--- src/rtl/clock_set_controller_pkg.sv ---
// ============================================================================
// Module      : clock_set_controller_pkg
// Description : Shared states, field indices and default limits for the
//               wall-clock time-setting sequencer.
// Revision    : 1.0 - initial release
// ============================================================================
`default_nettype none

package clock_set_controller_pkg;

    typedef enum logic [2:0] {
        RUN     = 3'd0,
        SNAP    = 3'd1,
        EDIT_L2 = 3'd2,
        EDIT_L1 = 3'd3,
        EDIT_L0 = 3'd4,
        COMMIT  = 3'd5
    } set_state_t;

    localparam int F_L0 = 0;
    localparam int F_L1 = 1;
    localparam int F_L2 = 2;

    localparam int DEF_L0_LIMIT     = 60;
    localparam int DEF_L1_LIMIT     = 60;
    localparam int DEF_L2_LIMIT     = 24;
    localparam int DEF_LOAD_CYCLES  = 1;
    localparam int DEF_BLINK_HALF   = 250000;
    localparam int DEF_IDLE_TIMEOUT = 10000000;

    // Out-of-range live values (e.g. during core power-up) start editing at 0.
    function automatic logic [5:0] snap_field(input logic [5:0] value, input int limit);
        return (int'(value) >= limit) ? 6'd0 : value;
    endfunction

endpackage

`default_nettype wire

--- src/rtl/clock_set_controller_stepper.sv ---
// ============================================================================
// Module      : mod_field_stepper
// Description : Combinational wrap-around increment/decrement of one field.
// Revision    : 1.0 - initial release
// ============================================================================
`default_nettype none

module mod_field_stepper #(
    parameter int LIMIT = 60
) (
    input  logic [5:0] value,
    input  logic       up,
    input  logic       down,
    output logic [5:0] next
);

    localparam logic [5:0] c_MAX = 6'(LIMIT - 1);

    always_comb begin
        next = value;
        if (up && !down) begin
            next = (value == c_MAX) ? 6'd0 : value + 6'd1;
        end else if (down && !up) begin
            next = (value == 6'd0) ? c_MAX : value - 6'd1;
        end
    end

endmodule

`default_nettype wire

--- src/rtl/clock_set_controller.sv ---
// ============================================================================
// Module      : clock_set_controller
// Description : Button-driven time-setting sequencer: snapshot, edit h/m/s
//               fields with wrap, commit to the counter core with a load pulse.
// Revision    : 1.0 - initial release
// ============================================================================
`default_nettype none

module clock_set_controller
    import clock_set_controller_pkg::*;
#(
    parameter int L0_LIMIT     = DEF_L0_LIMIT,
    parameter int L1_LIMIT     = DEF_L1_LIMIT,
    parameter int L2_LIMIT     = DEF_L2_LIMIT,
    parameter int LOAD_CYCLES  = DEF_LOAD_CYCLES,
    parameter int BLINK_HALF   = DEF_BLINK_HALF,
    parameter int IDLE_TIMEOUT = DEF_IDLE_TIMEOUT
) (
    input  logic       clock,
    input  logic       reset_n,
    input  logic       btn_mode,
    input  logic       btn_up,
    input  logic       btn_down,
    input  logic [5:0] l0_cur,
    input  logic [5:0] l1_cur,
    input  logic [5:0] l2_cur,
    output logic       enabled,
    output logic       load,
    output logic [5:0] l0_set,
    output logic [5:0] l1_set,
    output logic [5:0] l2_set,
    output logic       disp_sel,
    output logic [2:0] blink_mask
);

    localparam int c_LOAD_W  = $clog2(LOAD_CYCLES) + 1;
    localparam int c_BLINK_W = $clog2(BLINK_HALF) + 1;
    localparam int c_IDLE_W  = $clog2(IDLE_TIMEOUT) + 1;

    localparam logic [c_LOAD_W-1:0]  c_LOAD_LAST  = c_LOAD_W'(LOAD_CYCLES - 1);
    localparam logic [c_BLINK_W-1:0] c_BLINK_LAST = c_BLINK_W'(BLINK_HALF - 1);
    localparam logic [c_IDLE_W-1:0]  c_IDLE_LAST  = c_IDLE_W'(IDLE_TIMEOUT - 1);

    set_state_t            r_state;
    set_state_t            w_state_next;
    logic [c_LOAD_W-1:0]   r_load_cnt;
    logic [c_BLINK_W-1:0]  r_blink_cnt;
    logic                  r_blink_off;
    logic [c_IDLE_W-1:0]   r_idle_cnt;
    logic [5:0]            r_l0_set;
    logic [5:0]            r_l1_set;
    logic [5:0]            r_l2_set;
    logic [5:0]            w_l0_next;
    logic [5:0]            w_l1_next;
    logic [5:0]            w_l2_next;
    logic                  w_in_edit;
    logic                  w_btn_any;
    logic                  w_timeout;

    assign w_in_edit = (r_state == EDIT_L2) || (r_state == EDIT_L1) || (r_state == EDIT_L0);
    assign w_btn_any = btn_mode || btn_up || btn_down;
    assign w_timeout = w_in_edit && !w_btn_any && (r_idle_cnt == c_IDLE_LAST);

    mod_field_stepper #(.LIMIT(L0_LIMIT)) u_step_l0 (
        .value (r_l0_set),
        .up    (btn_up),
        .down  (btn_down),
        .next  (w_l0_next)
    );

    mod_field_stepper #(.LIMIT(L1_LIMIT)) u_step_l1 (
        .value (r_l1_set),
        .up    (btn_up),
        .down  (btn_down),
        .next  (w_l1_next)
    );

    mod_field_stepper #(.LIMIT(L2_LIMIT)) u_step_l2 (
        .value (r_l2_set),
        .up    (btn_up),
        .down  (btn_down),
        .next  (w_l2_next)
    );

    always_ff @(posedge clock or negedge reset_n) begin
        if (!reset_n) begin
            r_state <= RUN;
        end else begin
            r_state <= w_state_next;
        end
    end

    always_comb begin
        w_state_next = r_state;
        enabled      = 1'b1;
        load         = 1'b0;
        disp_sel     = 1'b0;
        blink_mask   = 3'b000;
        case (r_state)
            RUN: begin
                if (btn_mode) w_state_next = SNAP;
            end
            SNAP: begin
                w_state_next = EDIT_L2;
            end
            EDIT_L2: begin
                disp_sel         = 1'b1;
                blink_mask[F_L2] = r_blink_off;
                if (btn_mode)       w_state_next = EDIT_L1;
                else if (w_timeout) w_state_next = RUN;
            end
            EDIT_L1: begin
                disp_sel         = 1'b1;
                blink_mask[F_L1] = r_blink_off;
                if (btn_mode)       w_state_next = EDIT_L0;
                else if (w_timeout) w_state_next = RUN;
            end
            EDIT_L0: begin
                disp_sel         = 1'b1;
                blink_mask[F_L0] = r_blink_off;
                if (btn_mode)       w_state_next = COMMIT;
                else if (w_timeout) w_state_next = RUN;
            end
            COMMIT: begin
                disp_sel = 1'b1;
                load     = 1'b1;
                if (r_load_cnt == c_LOAD_LAST) w_state_next = RUN;
            end
            default: begin
                w_state_next = RUN;
            end
        endcase
    end

    // Field registers: mode has priority over arithmetic in every edit state.
    always_ff @(posedge clock or negedge reset_n) begin
        if (!reset_n) begin
            r_l0_set <= 6'd0;
            r_l1_set <= 6'd0;
            r_l2_set <= 6'd0;
        end else begin
            case (r_state)
                SNAP: begin
                    r_l0_set <= snap_field(l0_cur, L0_LIMIT);
                    r_l1_set <= snap_field(l1_cur, L1_LIMIT);
                    r_l2_set <= snap_field(l2_cur, L2_LIMIT);
                end
                EDIT_L2: if (!btn_mode) r_l2_set <= w_l2_next;
                EDIT_L1: if (!btn_mode) r_l1_set <= w_l1_next;
                EDIT_L0: if (!btn_mode) r_l0_set <= w_l0_next;
                default: ;
            endcase
        end
    end

    always_ff @(posedge clock or negedge reset_n) begin
        if (!reset_n) begin
            r_load_cnt <= '0;
        end else if (r_state != COMMIT) begin
            r_load_cnt <= '0;
        end else begin
            r_load_cnt <= r_load_cnt + 1'b1;
        end
    end

    always_ff @(posedge clock or negedge reset_n) begin
        if (!reset_n) begin
            r_idle_cnt <= '0;
        end else if (!w_in_edit || w_btn_any) begin
            r_idle_cnt <= '0;
        end else if (r_idle_cnt != c_IDLE_LAST) begin
            r_idle_cnt <= r_idle_cnt + 1'b1;
        end
    end

    // Up/down restarts the on phase so the new value is shown at once.
    always_ff @(posedge clock or negedge reset_n) begin
        if (!reset_n) begin
            r_blink_cnt <= '0;
            r_blink_off <= 1'b0;
        end else if (!w_in_edit || btn_up || btn_down) begin
            r_blink_cnt <= '0;
            r_blink_off <= 1'b0;
        end else if (r_blink_cnt == c_BLINK_LAST) begin
            r_blink_cnt <= '0;
            r_blink_off <= !r_blink_off;
        end else begin
            r_blink_cnt <= r_blink_cnt + 1'b1;
        end
    end

    assign l0_set = r_l0_set;
    assign l1_set = r_l1_set;
    assign l2_set = r_l2_set;

endmodule

`default_nettype wire

--- config.mk ---
export PLATFORM = sky130hd
export DESIGN_NAME = clock_set_controller
export DESIGN_NICKNAME = d
export VERILOG_FILES = /design/src/rtl/clock_set_controller_pkg.sv /design/src/rtl/clock_set_controller_stepper.sv /design/src/rtl/clock_set_controller.sv
export SDC_FILE = /design/constraint.sdc
export NUM_CORES = 1
export LEC_CHECK = 0
export BUFFER_PORTS_ARGS = -buffer_cell sky130_fd_sc_hd__clkbuf_2
export CAP_MARGIN = 20
export CORE_MARGIN = 10
export CORE_UTILIZATION = 52
export DETAILED_ROUTE_END_ITERATION = 10
export MAX_ROUTING_LAYER = met4
export PLACE_DENSITY_LB_ADDON = 0.05
export SYNTH_ARGS = -nofsm -noshare
export SYNTH_HDL_FRONTEND = slang
export SYNTH_SLANG_ARGS = --single-unit
--- constraint.sdc ---
create_clock -name clock -period 3.9 [get_ports clock]
set_input_delay 0 -clock clock [delete_from_list [all_inputs] [get_ports clock]]
set_output_delay 0 -clock clock [all_outputs]
set_load 0.05 [all_outputs]
Word-level counts from Yosys, hierarchy flattened
Cells that the tools add are included.
- bits in registers: 67
- input bits: 23
- output and inout port bits: 24
- add/sub/neg operators: 9
- order comparisons: 3
- equality and inequality tests: 20
- muxes and demuxes: 40
- reductions and logical operators: 30
- operators by type and width (operator ; number):
    $mux W6 ; 18
    $mux W25 ; 2
    $mux W19 ; 2
    $pmux W6 S2 ; 3
    $add A25 B1 Y25 const B ; 1
    $eq A25 B24 Y1 const B ; 1
    $ne A25 B24 Y1 const B ; 1
    $add A19 B1 Y19 const B ; 1
    $eq A19 B18 Y1 const B ; 1
    $add A6 B1 Y6 const B ; 3
    $logic_not A6 Y1 ; 3
    $mux W3 ; 6
    $pmux W3 S6 ; 1
    $sub A6 B1 Y6 const B ; 3
    $eq A6 B6 Y1 const B ; 2
    $ge A6 B6 Y1 const B ; 2
    $ne A2 B2 Y1 const B ; 5
    $reduce_bool A2 Y1 ; 5
    $ne A3 B1 Y1 const B ; 3
    $reduce_and A3 Y1 ; 3
    $mux W1 ; 8
    $logic_or A1 B1 Y1 ; 7
    $eq A3 B2 Y1 const B ; 2
    $eq A3 B3 Y1 const B ; 2
    10 further kinds ; 17

Depth between registers and ports, before layout
- word-level depth: 8
- depth in mapped cells: 9

Cells and area by module
Synthesis repeated with hierarchy kept, for this count alone.
- cell total of the unflattened synthesis: 575
- area total of the unflattened synthesis: 4855.9 µm²
- by module, submodules not included (module ; times used ; cells an instance ; area each (µm²)):
    clock_set_controller ; 1 ; 404 ; 3629.7
    mod_field_stepper (u_step_l0 ...) ; 2 ; 58 ; 421.7
    mod_field_stepper (u_step_l2) ; 1 ; 55 ; 382.9

Least setup slack after synthesis
No wires, ideal clock.
- path kind: register -> register
- start point: register r_l1_set[3] (netlist: l1_set[3])
- end point: register r_l1_set[4] (netlist: l1_set[4])
- library setup time: 0.064 ns
- arrival: 1.909 ns
- required time: 3.836 ns
- path slack: 1.927 ns
- stages on the path, launching flop included: 6
- path buffers: 0
- period minus slack after synthesis: 1.973 ns
- cell sequence: dfrtp_1 or3_4 or3_1 a211o_1 a31oi_1 o22a_2
- cells in the longest elaborated chain, start to end: 6
- elaborated cells between the ends (all ways): 10
- those cells by class: add/sub (2); eq/ne (1); mux (6); reduce/logical (1)
- ends and longest elaborated chain (item ; line ; source):
    start: declaration ; clock_set_controller.sv:51 ; logic [5:0] r_l1_set;
    start signal: assignment ; clock_set_controller.sv:145 ; r_l1_set <= snap_field(l1_cur, L1_LIMIT);
    start signal: assignment ; clock_set_controller.sv:149 ; EDIT_L1: if (!btn_mode) r_l1_set <= w_l1_next;
    $sub A6 B1 Y6 / $logic_not A6 Y1 (equally long branches) ; clock_set_controller_stepper.sv:24 ; next = (value == 6'd0) ? c_MAX : value - 6'd1;
    $mux W6 ; clock_set_controller_stepper.sv:24 ;
    $mux W6 ; clock_set_controller_stepper.sv:23 ; end else if (down && !up) begin
    $mux W6 * ; clock_set_controller_stepper.sv:21 ; if (up && !down) begin
    $mux W6 * ; clock_set_controller.sv:149 ;
    $pmux W6 S2 * ; clock_set_controller.sv:142 ; case (r_state)
Mark *: on every way between the ends. The rest lies on a longest branch, timed or not. The select of a mux whose other input is x is not followed.
A chain may end at the register's enable or synchronous reset.

Worst setup path after layout
- start point: register r_state[1]
- end point: register r_idle_cnt[3]
- cells in the longest elaborated chain, start to end: 6
- elaborated cells between the ends (all ways): 9
- those cells by class: eq/ne (3); mux (1); reduce/logical (5)
- ends and longest elaborated chain (item ; line ; source):
    start: declaration ; clock_set_controller.sv:44 ; set_state_t r_state;
    start signal: assignment ; clock_set_controller.sv:89 ; r_state <= w_state_next;
    $eq A3 B2 Y1 ; clock_set_controller.sv:60 ; assign w_in_edit = (r_state == EDIT_L2) || (r_state == EDIT_L1) || (r_state == EDIT_L0);
    $logic_or A1 B1 Y1 ; clock_set_controller.sv:60 ;
    $logic_or A1 B1 Y1 * ; clock_set_controller.sv:60 ;
    $logic_not A1 Y1 * ; clock_set_controller.sv:169 ; end else if (!w_in_edit || w_btn_any) begin
    $logic_or A1 B1 Y1 * ; clock_set_controller.sv:169 ;
    $mux W25 / $reduce_bool A2 Y1 (equally long branches) ; - ;
    end signal: assignment ; clock_set_controller.sv:172 ; r_idle_cnt <= r_idle_cnt + 1'b1;
    end: declaration ; clock_set_controller.sv:49 ; logic [c_IDLE_W-1:0] r_idle_cnt;
Mark *: on every way between the ends. The rest lies on a longest branch, timed or not.

==> run metrics <==
critical path, cell by cell nor3b_4 > o21ai_1 > nand2b_1 > a21oi_1; maximum clock rate 425 MHz; Slew Viols, Final 0; TritonCTS buffer count 9; Max-cap violations 0; Core Region roughly 0.0083 mm2; fin crit period 2350 ps; DRT Pass-1 Iters 4; Fin Hold WS -0.502 ps; Post CTS Setup Buffer Count 0; Setup TNS 0 ps; Worst-Skew Late Latency 350 ps; Seq cells post-synth 67; critical path type register to register; total power a little over 3000 uW; CTS sink count 67; final count of hold timing violations 1; gr ovfl total 0; outcome finished, violations left; syn_nets 550; Iter 0 DRT Violations 229; CP Max Fanout 25; r2r endpoint r_idle_cnt[3]; skew final between 9 and 10 ps; TritonCTS clock tree yes; worst IR drop on VDD 0.000237 V; row count 33; Routed WL between 10000 and 15000 um; FF-to-FF path depth 4; CP peak stage delay 670 ps; die area 0.0127 mm2; startpoint types register; layout net count 593; H-tree depth 3; Syn-to-layout area delta 12.5%; Total Routing Usage GR 17.2%; placed cells 641; Min-Delay Path Class input port to register; Finished Layout Cells 669; Worst-Margin Slew 1000 ps; largest net degree at the start of global routing 36; ys async rst share 100%; failing checks hold timing; PwrDens 617 mW/mm2; global-route wire length before repair 18300 um; clock-pin slew on the worst setup and hold paths 70 ps; WP data required between 4000 and 5000 ps; synthesized area per cell slightly below 9 um2; Avg Vias per Cell slightly below 6; Wirelength per Cell 15.9 um; Die Width ~110 um; I/O pin total 47; DRT antenna net count 0; Leak 0.00207 uW; Post-route DRC 0; Worst Setup End Kind register; Hold Path Depth 3; count leader, synth nor2_1; critical path's top delay family simple AND/OR/NAND/NOR gates; maximum clock insertion buffer count 2; top post-synthesis cells by area dfrtp_1 (38%), nor2_1 (5.7%), xor2_1 (5.5%); Cell variety after synth 77; Crit Reg-Reg Startpoint r_state[1]; Mapped Area 0.00447 mm2; Commonest cells post-synth nor2_1 (68), dfrtp_1 (67), nand2_1 (33), a21oi_1 (32), nand3_1 (30); cell chosen for the clock root clkbuf_8; RSZ-0062 raised after global routing no; DR vias 3991; vias in the first global route 3835; GPL Wtd Cong 0.900; Starting Density 53.8%; height of the die 113 um; Arr. time, crit path 2600 ps; Synth Instances roughly 520; register area share after synthesis 37.5%; cell taking the most area after synthesis dfrtp_1; Worst Path Buf+Inv 0; Final period util 60.3%; Post-DP HPWL 7580 um; initial antenna violation count 0; Max stage delay cell, worst path nand2b_1; Slew HR between 30% and 40%; ys flop type dfrtp_1; Synth Warn # 0; setup slack, reg-to-reg 1550 ps; number of synthesized flops with an enable pin 0; share of layout cells above drive strength 1 14.0%; Hold Startpoint l0_cur[5]; # setup viols final 0; Synth top area share 37.5%; WHS Endpoint l0_set[5]; PortBufs 45; ant diodes 0
-- worst reg2reg max path, cell delays in order (launching register included) --
cell      delay [ps]
dfrtp_1          550
nor3b_4          440
o21ai_1          250
nand2b_1         670
a21oi_1          340
-- registers in the layout, indices dropped and copies added (netlist names) --
name         cells
r_load_cnt       1
r_state          3
l1_set           6
l0_set           6
l2_set           6
r_idle_cnt      25
r_blink_cnt     19
r_blink_off      1
-- layer usage --
| layer | up-vias | routed length (um) | part of all wire [%] | track usage, % |
|---|---|---|---|---|
| met5 | - | 0 | 0 | - |
| li1 | 1971 | - | - | - |
| met4 | 0 | 192 | 1.8 | 6.77 |
| met1 | 1915 | 4760 | 45 | 21.3 |
| met3 | 16 | 495 | 4.6 | 2.98 |
| met2 | 89 | 5200 | 49 | 27.3 |
-- power breakdown --
group	internal, uW	switching (uW)	total [uW]
sequential	805	295	1100
combinational	486	929	1410
clock	312	276	588
total	1600	1500	3100
-- worst max-delay path by stage --
| stage | cells past startpoint | slack, ps | startpoint | to |
|---|---|---|---|---|
| global placement | 4 | 1630 | r_state[1] | r_idle_cnt[6] |
| floorplan | 5 | 1930 | l1_set[3] | l1_set[4] |
| finish | 4 | 1550 | r_state[1] | r_idle_cnt[3] |
| detailed placement | 4 | 1580 | r_state[1] | r_idle_cnt[3] |
| global route | 6 | 1310 | r_state[1] | l2_set[3] |
| CTS | 6 | 1550 | r_state[1] | l2_set[3] |
-- cell families (layout without fill, tap and decap cells) --
| logic type | after synthesis | count (layout) | synth area share (%) |
|---|---|---|---|
| muxes | 3 | 3 | 0.700 |
| and+or+nand+nor | 238 | 238 | 29.6 |
| DFF | 67 | 67 | 37.5 |
| adders and majority gates | 11 | 11 | 3.08 |
| buffers and inverters | 40 | 88 | 3.95 |
| other | 1 | 1 | 0.0840 |
| AOI/OAI and AO/OA | 116 | 116 | 17.2 |
| xor gates and xnor gates | 40 | 40 | 7.84 |
-- layout by cell type (no fill, tap or decap), types with 8 or more instances in the layout --
master	instances
xnor2_1	12
dfrtp_1	67
a31oi_1	9
a21oi_1	32
nor3_1	12
o21ai_0	22
and3_1	8
xor2_1	28
o31ai_1	9
nand4_1	16
nor2b_1	10
nand2_1	33
inv_1	12
nor2_1	68
nand3_1	30
clkbuf_2	44
dlygate4sd3_1	12
ha_1	11
clkbuf_8	10
-- through the flow --
step	util, %	setup WS [ps]	area [um2]	hold WS (ps)
finish	60.6	1550	5030	-0.502
global route	60.6	1310	5030	28.5
CTS	60.6	1550	5030	2.33
detailed placement	56.8	1580	4710	138
global placement	56.7	1630	4710	141
floorplan	-	1930	4470	-296
-- final cells by class --
| class | count | area [um2] |
|---|---|---|
| multi-input cells | 409 | 2610 |
| flip-flops and latches | 67 | 1680 |
| clock buffers | 12 | 145 |
| well taps | 105 | 131 |
| repair buffers | 60 | 365 |
| inverters | 12 | 45.0 |
| fillers | 743 | 3270 |
| clock inverters | 4 | 50.0 |
-- what timing repair did --
action	4_1_cts	5_1_grt
hold buffers	12	0
endpoints found under the hold margin	44	0
resized for setup	0	0
(Power assumes the default switching activity.)
